$ cat src/rtl/mac_pkg.sv
`default_nettype none
// +----------------------------------------------------------------------+
// | mac_pkg : shared limits, overflow detection and width check for MAC  |
// | Revision: 1.0                                                        |
// +----------------------------------------------------------------------+
package mac_pkg;

  localparam int unsigned MAX_ACC_WIDTH = 128;

  typedef logic [MAX_ACC_WIDTH-1:0] wide_t;

  function automatic bit acc_width_ok(input int unsigned a_w, input int unsigned b_w,
                                      input int unsigned acc_w);
    return (acc_w >= a_w + b_w) && (acc_w <= MAX_ACC_WIDTH);
  endfunction

  // Largest representable value in w bits; callers truncate to their width.
  function automatic wide_t sat_max(input int unsigned w, input logic is_signed);
    wide_t m;
    m = (wide_t'(1) << w) - wide_t'(1);
    if (is_signed) m = m >> 1;
    return m;
  endfunction

  function automatic wide_t sat_min(input int unsigned w, input logic is_signed);
    return is_signed ? (wide_t'(1) << (w - 1)) : '0;
  endfunction

  function automatic logic ovf_detect(input logic is_signed, input logic carry,
                                      input logic a_msb, input logic b_msb,
                                      input logic s_msb);
    return is_signed ? ((a_msb == b_msb) && (s_msb != a_msb)) : carry;
  endfunction

endpackage
`default_nettype wire

$ cat src/rtl/mac_acc_stage.sv
`default_nettype none
// +----------------------------------------------------------------------+
// | mac_acc_stage : guard-bit accumulate with overflow detect, sat/wrap  |
// | Revision: 1.0                                                        |
// +----------------------------------------------------------------------+
module mac_acc_stage
  import mac_pkg::*;
#(
  parameter int unsigned ACC_WIDTH = 40,
  parameter int unsigned SATURATE  = 0
) (
  input  logic [ACC_WIDTH-1:0] base_i,
  input  logic [ACC_WIDTH-1:0] addend_i,
  input  logic                 signed_mode_i,
  output logic [ACC_WIDTH-1:0] sum_o,
  output logic                 ovf_o
);

  logic [ACC_WIDTH:0]   w_sum_g;
  logic [ACC_WIDTH-1:0] w_lim;

  assign w_sum_g = {1'b0, base_i} + {1'b0, addend_i};

  assign ovf_o = ovf_detect(signed_mode_i, w_sum_g[ACC_WIDTH], base_i[ACC_WIDTH-1],
                            addend_i[ACC_WIDTH-1], w_sum_g[ACC_WIDTH-1]);

  // Signed overflow direction follows the (shared) operand sign; unsigned can only overflow up.
  assign w_lim = (signed_mode_i && base_i[ACC_WIDTH-1])
               ? ACC_WIDTH'(sat_min(ACC_WIDTH, 1'b1))
               : ACC_WIDTH'(sat_max(ACC_WIDTH, signed_mode_i));

  assign sum_o = ((SATURATE != 0) && ovf_o) ? w_lim : w_sum_g[ACC_WIDTH-1:0];

endmodule
`default_nettype wire

$ cat src/rtl/mac_accumulator.sv
`default_nettype none
// +----------------------------------------------------------------------+
// | mac_accumulator : pipelined bias + sum(a*b) per burst, valid/ready   |
// | Revision: 1.0                                                        |
// +----------------------------------------------------------------------+
module mac_accumulator
  import mac_pkg::*;
#(
  parameter int unsigned A_WIDTH   = 16,
  parameter int unsigned B_WIDTH   = 16,
  parameter int unsigned ACC_WIDTH = 40,
  parameter int unsigned SATURATE  = 0
) (
  input  logic                 clk,
  input  logic                 rst,
  input  logic                 in_valid,
  output logic                 in_ready,
  input  logic [A_WIDTH-1:0]   a,
  input  logic [B_WIDTH-1:0]   b,
  input  logic [ACC_WIDTH-1:0] bias,
  input  logic                 signed_mode,
  input  logic                 last,
  output logic                 out_valid,
  input  logic                 out_ready,
  output logic [ACC_WIDTH-1:0] result,
  output logic                 overflow
);

  localparam int unsigned P_WIDTH = A_WIDTH + B_WIDTH;

  generate
    if (!acc_width_ok(A_WIDTH, B_WIDTH, ACC_WIDTH)) begin : g_width_err
      $error("mac_accumulator: ACC_WIDTH must be >= A_WIDTH + B_WIDTH");
    end
  endgenerate

  logic                 first_q, first_d;
  logic                 burst_mode_q, burst_mode_d;
  logic                 p_valid_q, p_valid_d;
  logic [P_WIDTH-1:0]   p_prod_q, p_prod_d;
  logic                 p_last_q, p_last_d;
  logic                 p_first_q, p_first_d;
  logic                 p_mode_q, p_mode_d;
  logic [ACC_WIDTH-1:0] p_bias_q, p_bias_d;
  logic [ACC_WIDTH-1:0] acc_q, acc_d;
  logic                 sticky_q, sticky_d;
  logic                 out_valid_q, out_valid_d;
  logic [ACC_WIDTH-1:0] result_q, result_d;
  logic                 overflow_q, overflow_d;

  logic                 w_advance, w_accept, w_mode, w_ovf;
  logic [P_WIDTH-1:0]   w_a_ext, w_b_ext, w_prod;
  logic [ACC_WIDTH-1:0] w_prod_ext, w_base, w_sum;

  assign w_advance = !out_valid_q || out_ready;
  assign w_accept  = in_valid && w_advance;
  assign in_ready  = w_advance;
  assign out_valid = out_valid_q;
  assign result    = result_q;
  assign overflow  = overflow_q;

  // Mode is latched on the first beat and reused for the rest of the burst.
  assign w_mode  = first_q ? signed_mode : burst_mode_q;
  assign w_a_ext = {{B_WIDTH{w_mode & a[A_WIDTH-1]}}, a};
  assign w_b_ext = {{A_WIDTH{w_mode & b[B_WIDTH-1]}}, b};
  assign w_prod  = w_a_ext * w_b_ext;

  generate
    if (ACC_WIDTH > P_WIDTH) begin : g_ext
      assign w_prod_ext = {{(ACC_WIDTH-P_WIDTH){p_mode_q & p_prod_q[P_WIDTH-1]}}, p_prod_q};
    end else begin : g_noext
      assign w_prod_ext = p_prod_q[ACC_WIDTH-1:0];
    end
  endgenerate

  assign w_base = p_first_q ? p_bias_q : acc_q;

  mac_acc_stage #(
    .ACC_WIDTH (ACC_WIDTH),
    .SATURATE  (SATURATE)
  ) u_acc_stage (
    .base_i        (w_base),
    .addend_i      (w_prod_ext),
    .signed_mode_i (p_mode_q),
    .sum_o         (w_sum),
    .ovf_o         (w_ovf)
  );

  always_comb begin
    first_d      = first_q;
    burst_mode_d = burst_mode_q;
    p_valid_d    = p_valid_q;
    p_prod_d     = p_prod_q;
    p_last_d     = p_last_q;
    p_first_d    = p_first_q;
    p_mode_d     = p_mode_q;
    p_bias_d     = p_bias_q;
    acc_d        = acc_q;
    sticky_d     = sticky_q;
    out_valid_d  = out_valid_q;
    result_d     = result_q;
    overflow_d   = overflow_q;
    if (w_advance) begin
      p_valid_d = w_accept;
      if (w_accept) begin
        p_prod_d  = w_prod;
        p_last_d  = last;
        p_first_d = first_q;
        p_mode_d  = w_mode;
        first_d   = last;
        if (first_q) begin
          p_bias_d     = bias;
          burst_mode_d = signed_mode;
        end
      end
      out_valid_d = p_valid_q && p_last_q;
      if (p_valid_q) begin
        if (p_last_q) begin
          result_d   = w_sum;
          overflow_d = sticky_q | w_ovf;
          acc_d      = '0;
          sticky_d   = 1'b0;
        end else begin
          acc_d    = w_sum;
          sticky_d = sticky_q | w_ovf;
        end
      end
    end
  end

  always_ff @(posedge clk) begin
    if (rst) begin
      first_q      <= 1'b1;
      burst_mode_q <= 1'b0;
      p_valid_q    <= 1'b0;
      p_prod_q     <= '0;
      p_last_q     <= 1'b0;
      p_first_q    <= 1'b0;
      p_mode_q     <= 1'b0;
      p_bias_q     <= '0;
      acc_q        <= '0;
      sticky_q     <= 1'b0;
      out_valid_q  <= 1'b0;
      result_q     <= '0;
      overflow_q   <= 1'b0;
    end else begin
      first_q      <= first_d;
      burst_mode_q <= burst_mode_d;
      p_valid_q    <= p_valid_d;
      p_prod_q     <= p_prod_d;
      p_last_q     <= p_last_d;
      p_first_q    <= p_first_d;
      p_mode_q     <= p_mode_d;
      p_bias_q     <= p_bias_d;
      acc_q        <= acc_d;
      sticky_q     <= sticky_d;
      out_valid_q  <= out_valid_d;
      result_q     <= result_d;
      overflow_q   <= overflow_d;
    end
  end

endmodule
`default_nettype wire

$ cat config.mk
export PLATFORM = sky130hd
export DESIGN_NAME = mac_accumulator
export DESIGN_NICKNAME = d
export VERILOG_FILES = /design/src/rtl/mac_pkg.sv /design/src/rtl/mac_acc_stage.sv /design/src/rtl/mac_accumulator.sv
export SDC_FILE = /design/constraint.sdc
export NUM_CORES = 1
export LEC_CHECK = 0
export CORE_ASPECT_RATIO = 1.25
export CORE_MARGIN = 2
export CORE_UTILIZATION = 67
export CTS_BUF_LIST = sky130_fd_sc_hd__clkbuf_8
export CTS_CLUSTER_DIAMETER = 200
export DETAILED_ROUTE_END_ITERATION = 10
export GPL_TIMING_DRIVEN = 1
export PLACE_DENSITY = 0.95
export SYNTH_ARGS = -nofsm -noshare
export SYNTH_HDL_FRONTEND = slang
export SYNTH_HIERARCHICAL = 1
export SYNTH_SLANG_ARGS = --single-unit
$ cat constraint.sdc
create_clock -name clk -period 13.3 [get_ports clk]
set_input_delay 2.66 -clock clk [delete_from_list [all_inputs] [get_ports clk]]
set_output_delay 2.66 -clock clk [all_outputs]
set_load 0.1 [all_outputs]
==> flow_summary.toml <==
[setup_path]
cpMostUsedCell = "fa_1"
critPathArrivalTime_ns = 9.55
slowest_stage = "clkdlybuf4s50_1"
cp.required_ns = 13.66
path_cells = "clkdlybuf4s50_1 -> and2_1 -> nand2_1 -> inv_1 -> fa_1 -> inv_1 -> fa_1 -> inv_1 -> fa_1 -> fa_1 -> fa_1 -> inv_1 -> fa_1 -> inv_1 -> ha_1 -> and3_1 -> a31oi_1 -> o21ai_1 -> a221oi_2 -> o21ai_2 -> a31oi_1 -> nor4_1 -> a311o_1"
path_buf_inv = 6
worst-r2r-cell-count = 23
critical_path_class = "in -> reg"
start_kind = "primary input"
worstReg2RegStart = "first_q"
startpoint = "a[15]"
endpoint_kind = "flop"
cpLargestDelayFamily = "adder cells"
regToRegSetupSlack_ns = 6.44
path_max_fanout = 26
slowest_delay_ns = 0.85
reg2reg_to = "p_prod_q[28]"

[sta]
skew_ns = 0.0128
min_period_ns = 9.19
min_period_over_period = 0.691
finalSetupViolations = 0
fmax_ghz = 0.109
final_hold_viol_count = 0
worstMarginPinSlew_ns = 1.01
relSlewSlack = 0.324
rsz0062_at_grt = "false"
tns_ns = 0
report.final.slew_viol_count = 0

[grt]
grt_pass1_wl_mm = 81.0
grt_usage = 0.341
grt_max_degree = 80
grt-ovfl-total = 0
antenna_found_initial = 0
grt_pass1_vias = 16906

[worst_hold_path]
min_path_cells = 2
min_path_type = "reg -> reg"
holdPathEnd = "result[38]"
hp-start = "result[38]"

[route]
first_iter_violations = 1036
routed_wl_mm = 49.1
vias_per_cell = 6.00
wire_per_inst_um = 18.5
ant_nets = 0
vias = 15912
drcViolationCount = 0
drt_first_pass_iters = 5

[floorplanning]
pin_count = 121
die-area_sq_um = 29600
initial_utilization = 0.683
core-area_sq_um = 27700
fp.dieW_um = 154
fp-row-count = 68
die_h_um = 192

[yosys]
ys_seq_area_frac = 0.170
synth_edf_count = 0
synth_cells = 2251
syn_avg_cell_area_sq_um = 8.39
synth_cell_type_count = 73
synth_top_area_share = 0.300
synth_top_area_cell = "fa_1"
synth_area_sq_um = 18900
synth_warnings = 6
ys.flop_type = "dfxtp_1"
synth_common_cells = "nand2_1, inv_1, fa_1, a21oi_1, dfxtp_1"
synth_most_common_cell = "nand2_1"
synth_area_leaders = "fa_1, dfxtp_1, nand2_1"
synthArstFlopShare = 0
yosys_register_bits = 160
syn_nets = 2734

[power]
finalPower_uw = 5210
p_seq_frac = 0.109
p_int_uw = 2470
p_clk_frac = 0.070
p_leak_uw = 0.00952
ir_drop_uv = 276
p_comb_frac = 0.821
p_sw_uw = 2730
swShare = 0.525
powerDensity_nw_per_um2 = 253

[clock_tree]
cts-root-buf = "clkbuf_8"
htree_levels = 4
cts_setup_buffers = 0
cts_resized = 0
hold_buffers = 0
insertion_delay_ns = 0.47
cts_inserted_buffers = 17
clock_path_buffers = 2
cts_sinks = 160
cts_tree = "built"
path_clk_slew_ns = 0.09

[finish]
synthToLayoutAreaGrowth_pct = 8.95
antenna_cells = 0
final_cell_area_sq_um = 20600
fillers = 1935
instances_no_fill = 2652
nets = 2772
fin_util = 0.745
drive_gt1_frac = 0.0495

[status]
status = "finished clean"

[placement]
gp_congestion = 0.952
dp_cells = 2620
dpl_cell_area_sq_um = 20200
dp_hpwl_mm = 38.7
portBuffers = 120

[run]
drv_cap = 0
==> sequential cells by signal, summed over array words and instances, names as in the netlist <==
name       flops
p_valid_q      1
p_prod_q      32
result        40
p_last_q       1
overflow       1
acc_q         40
first_q        1
p_mode_q       1
sticky_q       1
p_bias_q      40
p_first_q      1
out_valid      1
==> worst reg2reg max path: cells and delay by family (launching register included) <==
kind / cells / cell delay, ns
muxes: 1 / 0.48
adders and majority gates: 7 / 3.46
DFF: 1 / 0.39
buffers and inverters: 5 / 0.42
and+or+nand+nor: 4 / 0.70
AOI/OAI and AO/OA: 6 / 1.30
==> kinds of logic after synthesis <==
kind of cell,after synthesis,synth area share
and+or+nand+nor,774,0.188
buffers and inverters,439,0.0879
adders and majority gates,405,0.381
AOI/OAI and AO/OA,371,0.121
DFF,160,0.170
xor gates and xnor gates,59,0.0273
muxes,43,0.0255
==> stage by stage <==
stage / hold WS, ns / setup slack, ns
5_1_grt: 0.472 / 3.64
3_3_place_gp: 0.439 / 3.95
3_5_place_dp: 0.447 / 3.68
6_report: 0.456 / 4.11
4_1_cts: 0.458 / 4.20
2_1_floorplan: 0.433 / 4.86
==> power by group through the flow <==
| stage | registers, uW | logic (uW) | clock network [uW] |
|---|---|---|---|
| 4_1_cts | 567 | 4210 | 369 |
| 2_1_floorplan | 582 | 3220 | 0 |
| 5_1_grt | 572 | 4790 | 389 |
| 6_report | 568 | 4270 | 367 |
| 3_3_place_gp | 576 | 3990 | 0 |
| 3_5_place_dp | 578 | 4180 | 0 |
==> cell type report <==
| class | instances | area, sq um | area share |
|---|---|---|---|
| tap | 350 | 438 | 0.0213 |
| clock buffer | 18 | 248 | 0.0120 |
| multi-input combinational | 1652 | 14000 | 0.682 |
| inverter | 328 | 1230 | 0.0598 |
| sequential | 160 | 3200 | 0.156 |
| timing repair buffer | 130 | 1270 | 0.0619 |
| clock inverter | 14 | 159 | 0.00772 |
==> routing by layer <==
metal,GRT usage,part of all wire,vias to the layer above
met5,0,0,-
met4,0.176,0.046,0
met3,0.0481,0.073,189
met2,0.617,0.51,784
met1,0.395,0.37,7735
li1,-,-,7204
==> worst max-delay path by stage <==
stage	end	slack (ns)	cells after the start
floorplan	p_prod_q[28]	4.86	24
global placement	p_prod_q[28]	3.95	23
detailed placement	p_prod_q[28]	3.68	23
CTS	p_prod_q[28]	4.20	23
global route	p_prod_q[28]	3.64	23
finish	p_prod_q[28]	4.11	23
==> cell usage in the layout (no fill, tap or decap), drive strengths merged, types with 40 or more instances in the layout <==
master	instances
fa	283
nand2	460
xnor2	41
o21ai	40
clkdlybuf4s50	119
mux2	41
a21oi	210
and2	132
dfxtp	160
inv	332
nor2	48
ha	122
Power figures use the tool's default switching activity.
==> variant, RTL diff (same settings) <==
`SATURATE` is set to 0 in 2 places; all go to 1.
--- a/src/rtl/mac_acc_stage.sv
+++ b/src/rtl/mac_acc_stage.sv
@@ -9,3 +9,3 @@
   parameter int unsigned ACC_WIDTH = 40,
-  parameter int unsigned SATURATE  = 0
+  parameter int unsigned SATURATE  = 1
 ) (
--- a/src/rtl/mac_accumulator.sv
+++ b/src/rtl/mac_accumulator.sv
@@ -11,3 +11,3 @@
   parameter int unsigned ACC_WIDTH = 40,
-  parameter int unsigned SATURATE  = 0
+  parameter int unsigned SATURATE  = 1
 ) (
Check against the original RTL: not equivalent (a bounded check fails within 4 cycles, from zero or initial values and one cycle with rst high).
==> variant against the original RTL <==
  * First-iteration DRC count up 1.4%
  * Area after synthesis rose by 1.6%
  * Critical path type unchanged
  * Worst hold slack improved by 0.0015 ns
  * Sequential cell count did not move
  * Critical endpoint is now p_prod_q[31]
  * Final area increased by 1.3%
  * Power increased by 1.7%
  * Critical path depth stayed put
  * Combinational power is 2% higher
  * Setup slack improved by 0.074 ns
  * Routed wire length shrank 1.4%
  * Sequential share of layout area fell by 0.20 points
  * Register-to-register slack worse by 0.13 ns
==> variant: results <==
export IMPL_n_all_buffers=131
export IMPL_nFillCells=2050
export IMPL_ys_top_cells_by_area="fa_1, dfxtp_1, nand2_1"
export IMPL_grt_pass1_vias=17176
export IMPL_synth_compound_area_share_pct=13.4
export IMPL_grt_pass1_wl_mm=80.5
export IMPL_via_per_inst=5.94
export IMPL_finalClockSkew_ns=0.0133
export IMPL_initialDrtViolationCount=1050
export IMPL_synth_adder_area_share_pct=37.4
export IMPL_gr_usage_met1_pct=38.2
export IMPL_hold_class="register to register"
export IMPL_final_clk_cell_share_pct=1.86
export IMPL_use_met3_pct=4.61
export IMPL_placed_cells=2670
export IMPL_synth_common_cells="nand2_1, inv_1, fa_1"
export IMPL_grtUsageMet2_pct=60.0
export IMPL_grt_util_all_layers_pct=33.0
export IMPL_dp_slack_ns=3.78
export IMPL_buffer_area_share_pct=6.14
export IMPL_wl_met3_mm=3.15
export IMPL_vias=16063
export IMPL_synthXorXnorAreaFrac_pct=3.15
export IMPL_ys_types=76
export IMPL_nMultiInputCombCells=1689
export IMPL_inv_count=335
export IMPL_synth_fp_nets=2785
export IMPL_hpwl_mm=38.0
export IMPL_ys_ff_latch=160
export IMPL_cellLeakagePower_nw=9.61
export IMPL_drt_met1_wl_mm=18.3
export IMPL_portBuffers=120
export IMPL_multiInputGateArea_um2=14300
export IMPL_synth_mux_area_share_pct=2.64
export IMPL_critPathArrivalTime_ns=9.48
export IMPL_status="completed"
export IMPL_wire_per_inst_um=17.9
[variant: cell count changes after synthesis, sizes merged, moves of 8 or more]
| cell | delta |
|---|---|
| o21bai | -10 |
| clkbuf | +8 |
| nand3 | -16 |
| xnor2 | +9 |
| nand2 | +8 |
| nor2 | +17 |
| o21ai | +26 |
[variant: power breakdown]
part	switching, mW	internal, mW	total, mW
registers	0.0305	0.539	0.570
logic	2.47	1.90	4.37
clock network	0.201	0.154	0.355
[variant: path summary, 6_finish.rpt]
kind / start / end / slack (ns) / cells after the start
max: a[15] / p_prod_q[31] / 4.19 / 23
min: p_bias_q[4] / p_bias_q[4] / 0.46 / 2
max reg2reg: p_mode_q / p_prod_q[23] / 6.31 / 21
min reg2reg: p_bias_q[4] / p_bias_q[4] / 0.46 / 2
[variant: per-stage QoR]
stage	utilization, %	power, mW	instance area, um^2
finish	73.6	5.30	20900
global route	73.6	5.83	20900
CTS	73.6	5.23	20900
detailed placement	72.3	4.86	20500
global placement	72.3	4.62	20500
floorplan	-	3.99	19200
